`config.mk`:
```
export PLATFORM = sky130hd
export DESIGN_NAME = float_div_seq
export DESIGN_NICKNAME = d
export VERILOG_FILES = /design/src/rtl/fp16_pkg.sv /design/src/rtl/fp16_pack.sv /design/src/rtl/float_div_seq.sv
export SDC_FILE = /design/constraint.sdc
export NUM_CORES = 1
export LEC_CHECK = 0
export CORE_UTILIZATION = 48
export DETAILED_ROUTE_END_ITERATION = 10
export PLACE_DENSITY = 0.81
export SLEW_MARGIN = 40
export SYNTH_ARGS = -nofsm -noshare
export SYNTH_HDL_FRONTEND = slang
export SYNTH_SLANG_ARGS = --single-unit
export TNS_END_PERCENT = 100
```
`constraint.sdc`:
```
create_clock -name clk -period 2.95 [get_ports clk]
set_clock_uncertainty 0.05 [all_clocks]
set_input_delay 0.59 -clock clk [delete_from_list [all_inputs] [get_ports clk]]
set_output_delay 0.59 -clock clk [all_outputs]
set_load 0.01 [all_outputs]
```
`src/rtl/fp16_pkg.sv`:
```
// Shared definitions for the half-precision (1/5/10) arithmetic blocks.
package fp16_pkg;

    localparam int FP16_BIAS = 15;
    localparam int EXP_W     = 5;
    localparam int MANT_W    = 10;
    localparam int FRAC_W    = 11;
    localparam int Q_W       = FRAC_W + 1;

    localparam logic [15:0] FP16_ZERO = 16'h0000;

    typedef enum logic [1:0] {
        ST_IDLE,
        ST_DIVIDE,
        ST_DONE
    } div_state_t;

endpackage

```
`src/rtl/fp16_pack.sv`:
```
// Normalises a 12-bit raw quotient/product with leading bit at [11] or [10],
// range-checks the biased exponent and packs the FP16 word (out of range -> zero).
module fp16_pack
    import fp16_pkg::*;
(
    input  logic                  i_sign,
    input  logic signed [6:0]     i_exp,
    input  logic        [Q_W-1:0] i_frac,
    output logic        [15:0]    o_word
);

    logic signed [6:0]        w_exp;
    logic        [MANT_W-1:0] w_mant;

    // NOTE: every combinational output gets a default first so no path leaves it unassigned (no latch).
    always_comb begin
        w_exp  = i_exp;
        w_mant = i_frac[MANT_W-1:0];
        if (i_frac[Q_W-1]) begin
            w_mant = i_frac[Q_W-2:1];
        end else begin
            w_exp = i_exp - 7'sd1;
        end

        if (w_exp < 7'sd0 || w_exp > 7'sd31) begin
            o_word = FP16_ZERO;
        end else begin
            o_word = {i_sign, w_exp[EXP_W-1:0], w_mant};
        end
    end

endmodule

```
`src/rtl/float_div_seq.sv`:
```
// Sequential FP16 divider: 12-iteration restoring mantissa division with
// valid/ready handshakes; truncating, zero-flushing, same rules as float_mult.
module float_div_seq
    import fp16_pkg::*;
#(
    parameter int BIAS = FP16_BIAS
) (
    input  logic        clk,
    input  logic        reset,
    input  logic        in_valid,
    output logic        in_ready,
    input  logic [15:0] floatA,
    input  logic [15:0] floatB,
    output logic        out_valid,
    input  logic        out_ready,
    output logic [15:0] quotient,
    output logic        div_by_zero
);

    localparam int R_W = Q_W - 1;

    div_state_t          r_state;
    div_state_t          w_state_next;
    logic [Q_W-1:0]      r_rem;
    logic [Q_W-1:0]      r_d;
    logic [R_W-1:0]      r_q;
    logic [3:0]          r_cnt;
    logic signed [6:0]   r_exp;
    logic                r_sign;
    logic                r_zero;
    logic                r_byzero;
    logic [15:0]         r_quotient;
    logic                r_dbz;

    logic                w_accept;
    logic                w_ge;
    logic                w_last;
    logic [R_W-1:0]      w_rem_sub;
    logic [Q_W-1:0]      w_q_next;
    logic signed [6:0]   w_exp_init;
    logic [15:0]         w_packed;

    assign w_accept   = in_valid && in_ready;
    assign w_ge       = (r_rem >= r_d);
    assign w_rem_sub  = w_ge ? R_W'(r_rem - r_d) : r_rem[R_W-1:0];
    assign w_q_next   = {r_q, w_ge};
    assign w_last     = (r_cnt == 4'd11);
    assign w_exp_init = $signed({2'b00, floatA[14:10]}) - $signed({2'b00, floatB[14:10]}) + 7'(BIAS);

    fp16_pack u_pack (
        .i_sign (r_sign),
        .i_exp  (r_exp),
        .i_frac (w_q_next),
        .o_word (w_packed)
    );

    // NOTE: sequential state uses non-blocking assignments so all registers update together.
    always_ff @(posedge clk or posedge reset) begin
        if (reset) r_state <= ST_IDLE;
        else       r_state <= w_state_next;
    end

    always_comb begin
        w_state_next = r_state;
        case (r_state)
            ST_IDLE:   if (w_accept)  w_state_next = ST_DIVIDE;
            ST_DIVIDE: if (w_last)    w_state_next = ST_DONE;
            ST_DONE:   if (out_ready) w_state_next = ST_IDLE;
            default:                  w_state_next = ST_IDLE;
        endcase
    end

    always_ff @(posedge clk or posedge reset) begin
        if (reset) begin
            r_rem      <= '0;
            r_d        <= '0;
            r_q        <= '0;
            r_cnt      <= '0;
            r_exp      <= '0;
            r_sign     <= 1'b0;
            r_zero     <= 1'b0;
            r_byzero   <= 1'b0;
            r_quotient <= FP16_ZERO;
            r_dbz      <= 1'b0;
        end else begin
            if (r_state == ST_IDLE && w_accept) begin
                r_sign   <= floatA[15] ^ floatB[15];
                r_exp    <= w_exp_init;
                r_rem    <= {1'b1, floatA[MANT_W-1:0]};
                r_d      <= {1'b1, floatB[MANT_W-1:0]};
                r_q      <= '0;
                r_zero   <= (floatA == FP16_ZERO) || (floatB == FP16_ZERO);
                r_byzero <= (floatB == FP16_ZERO);
                // Zero operands skip to the final iteration: result is ready one cycle after accept.
                r_cnt    <= ((floatA == FP16_ZERO) || (floatB == FP16_ZERO)) ? 4'd11 : 4'd0;
            end else if (r_state == ST_DIVIDE) begin
                r_rem <= {w_rem_sub, 1'b0};
                r_q   <= w_q_next[R_W-1:0];
                r_cnt <= r_cnt + 4'd1;
                if (w_last) begin
                    r_quotient <= r_zero ? FP16_ZERO : w_packed;
                    r_dbz      <= r_byzero;
                end
            end
        end
    end

    assign in_ready    = (r_state == ST_IDLE) && !reset;
    assign out_valid   = (r_state == ST_DONE);
    assign quotient    = r_quotient;
    assign div_by_zero = r_dbz;

endmodule

```
==> impl_metrics.toml <==
[routing]
routed_wl_um = 8530
wire_per_inst_um = 14.6
via_per_inst = 5.46
ant_nets = 0
post-route-drc-count = 0
vias = 3191
drtIter0Drc = 191
first_pass_iters = 4

[grt]
grt_usage_pct = 22.2
grt_max_degree = 68
grt_pass1_wl_um = 14500
gr-total-overflow = 0
antenna_found_initial = 0
grt_pass1_vias = 3066

[logic_synthesis]
synth-simple-area-share_pct = 17.3
synthArstFlopShare_pct = 100
synth_fa_ha_area_share_pct = 7.22
muxShareOfSynthArea_pct = 5.01
syn_avg_cell_area_um2 = 9.03
synth_top_family_by_area = "simple AND/OR/NAND/NOR gates"
synth_edf_count = 0
synthDistinctLibCells = 43
synth.yosys.seq_area_share_pct = 43.6
ys.flop_type = "dfrtp_1"
synth_xor_area_share_pct = 4.55
synth_compound_area_share_pct = 17.0
synth_fp_nets = 483
synthCells = 426
yosysWarningCount = 0
synth_area_um2 = 3850
ys_ff_latch = 67

[sta]
rsz0062_at_grt = "no"
finalHoldViolCount = 0
worstMarginPinSlew_ps = 499
finalCriticalPeriod_ps = 2700
setup_viol = 0
fmax_ghz = 0.371
finalCritPeriodShare_pct = 91.4
tns_ps = 0
slew-limit-headroom_pct = 66.4
holdWs_ps = 397
slew_violations = 0

[placed_design]
gp_congestion = 0.815
post-dp-hpwl_um = 6230
dpl_cell_area_um2 = 4500
port_buffers = 54

[setup_path]
endpoint_kind = "register"
cp-start-kind = "register"
critPathSlowestCell = "fa_1"
cpLargestDelayFamily = "adder cells"
cp.required_ps = 3120
path_cells = "inv_1 -> ha_1 -> fa_1 -> nand2b_1 -> o2bb2ai_1 -> a21oi_1 -> o2111ai_1 -> nand2_1 -> buf_4 -> mux2i_1 -> o21ai_0"
cp_slowest_stage_delay_ps = 400
worstSetupPathType = "reg2reg"
critPathMaxFanout = 9
path_buf_inv = 2
cp.arrival_ps = 2870

[final_layout]
fill_cells = 698
diodes = 0
drive_gt1_share_pct = 8.30
nets = 536
final_cell_mix = "nand2_1 (79), dfrtp_1 (67), clkdlybuf4s50_1 (54)"
syn2layout_area_growth_pct = 21.6
final_common_cell = "nand2_1"
fin_area_um2 = 4680
final_util_pct = 60.5

[pwr]
combPwrFrac_pct = 55.1
ir_drop_uv = 542
leakagePower_nw = 2.10
power_density_nw_per_um2 = 1100
p_seq_share_pct = 30.5
intPower_mw = 3.01
clkPwrFrac_pct = 14.4
p_switching_mw = 2.12
switching_share_pct = 41.3

[clock_network]
root_buffer = "clkbuf_8"
cts_buffers = 9
insertion_delay_ps = 350
cts_tree = "yes"
cts_resized = 0
htree_levels = 3
clk_path_buf_depth = 2
clk_pin_slew_worst_paths_ps = 70
clock_sinks = 67
ctsHoldBuffers = 0
cts_setup_buffers = 0

[die]
die_y_um = 91.5
die_w_um = 91.5
coreArea_um2 = 7730
initial_core_util_pct = 49.8
io_pins = 55
rows = 32
dieArea_um2 = 8380

[flow_run]
max_cap_viol_count = 0

[status]
status = "finished clean"

[min_path]
min_path_type = "reg2reg"
sequential cells by signal, indices dropped and copies added (netlist names):
register / cells
r_sign: 1
r_byzero: 1
div_by_zero: 1
quotient: 16
r_cnt: 4
r_d: 11
r_zero: 1
r_q: 11
r_rem: 12
r_state: 2
r_exp: 7
per-layer routing:
metal | wire length [µm] | vias up | global-route usage (%)
met5 | 0 | - | 0
met3 | 464 | 17 | 5.19
met1 | 3840 | 1496 | 29.2
met4 | 164 | 0 | 9.39
li1 | - | 1583 | -
met2 | 4070 | 95 | 35.0
kinds of logic after synthesis:
kind of cell / Yosys count
multiplexers: 19
AO/OA/AOI/OAI: 109
XOR/XNOR: 20
flip-flops: 67
AND/OR/NAND/NOR: 142
adder cells (fa/ha/maj): 21
buffers and inverters: 48
synthesized netlist by cell type (9+ instances only):
| master | instances | area share [%] |
|---|---|---|
| a21oi_1 | 25 | 3.3 |
| clkbuf_1 | 17 | 1.7 |
| dfrtp_1 | 67 | 44 |
| ha_1 | 19 | 6.2 |
| inv_1 | 26 | 2.5 |
| mux2i_1 | 17 | 4.4 |
| nand2_1 | 79 | 7.7 |
| nor2_1 | 9 | 0.88 |
| o21ai_0 | 52 | 6.8 |
| o21ai_2 | 10 | 2.3 |
| xnor2_1 | 10 | 2.3 |
| xor2_1 | 10 | 2.3 |
worst reg2reg max path, cell delays in order, from the launching register on:
cell,delay [ps]
dfrtp_1,330
inv_1,60
ha_1,230
fa_1,400
nand2b_1,180
o2bb2ai_1,200
a21oi_1,180
o2111ai_1,150
nand2_1,240
buf_4,240
mux2i_1,210
o21ai_0,90
metrics by stage:
step | cells | worst slack [ps] | power, mW
3_5_place_dp | 570 | 73.3 | 4.38
4_1_cts | 584 | 279 | 5.14
3_3_place_gp | 570 | 154 | 4.23
2_1_floorplan | 426 | 534 | 3.62
5_1_grt | 584 | 53.0 | 5.56
6_report | 584 | 254 | 5.12
power by group through the flow:
stage	Combinational [mW]	Sequential, mW	Clock (mW)
after CTS	2.82	1.57	0.748
after detailed placement	2.79	1.58	0
after global placement	2.67	1.56	0
final	2.82	1.56	0.737
after global routing	3.16	1.62	0.790
after floorplan	2.07	1.55	0
final timing paths:
| check | from | endpoint | slack, ps | depth (start not counted) |
|---|---|---|---|---|
| worst max-delay path | r_rem[0] | r_rem[4] | 250 | 11 |
| worst min-delay path | r_d[10] | r_d[10] | 400 | 2 |
| worst max register to register | r_rem[0] | r_rem[4] | 250 | 11 |
| worst min register to register | r_d[10] | r_d[10] | 400 | 2 |
| max in group asynchronous | reset | r_rem[1] | 1940 | 3 |
| min in group asynchronous | reset | quotient[0] | 620 | 3 |
final cells by class:
class / instances / area, µm² / area share (%)
repair buffers: 64 / 628 / 13.4
well taps: 102 / 128 / 2.73
inverters: 26 / 97.6 / 2.09
flip-flops and latches: 67 / 1680 / 35.8
clock buffers: 11 / 141 / 3.02
clock inverters: 3 / 40.0 / 0.856
multi-input cells: 311 / 1970 / 42.0
Power figures use the tool's default switching activity.
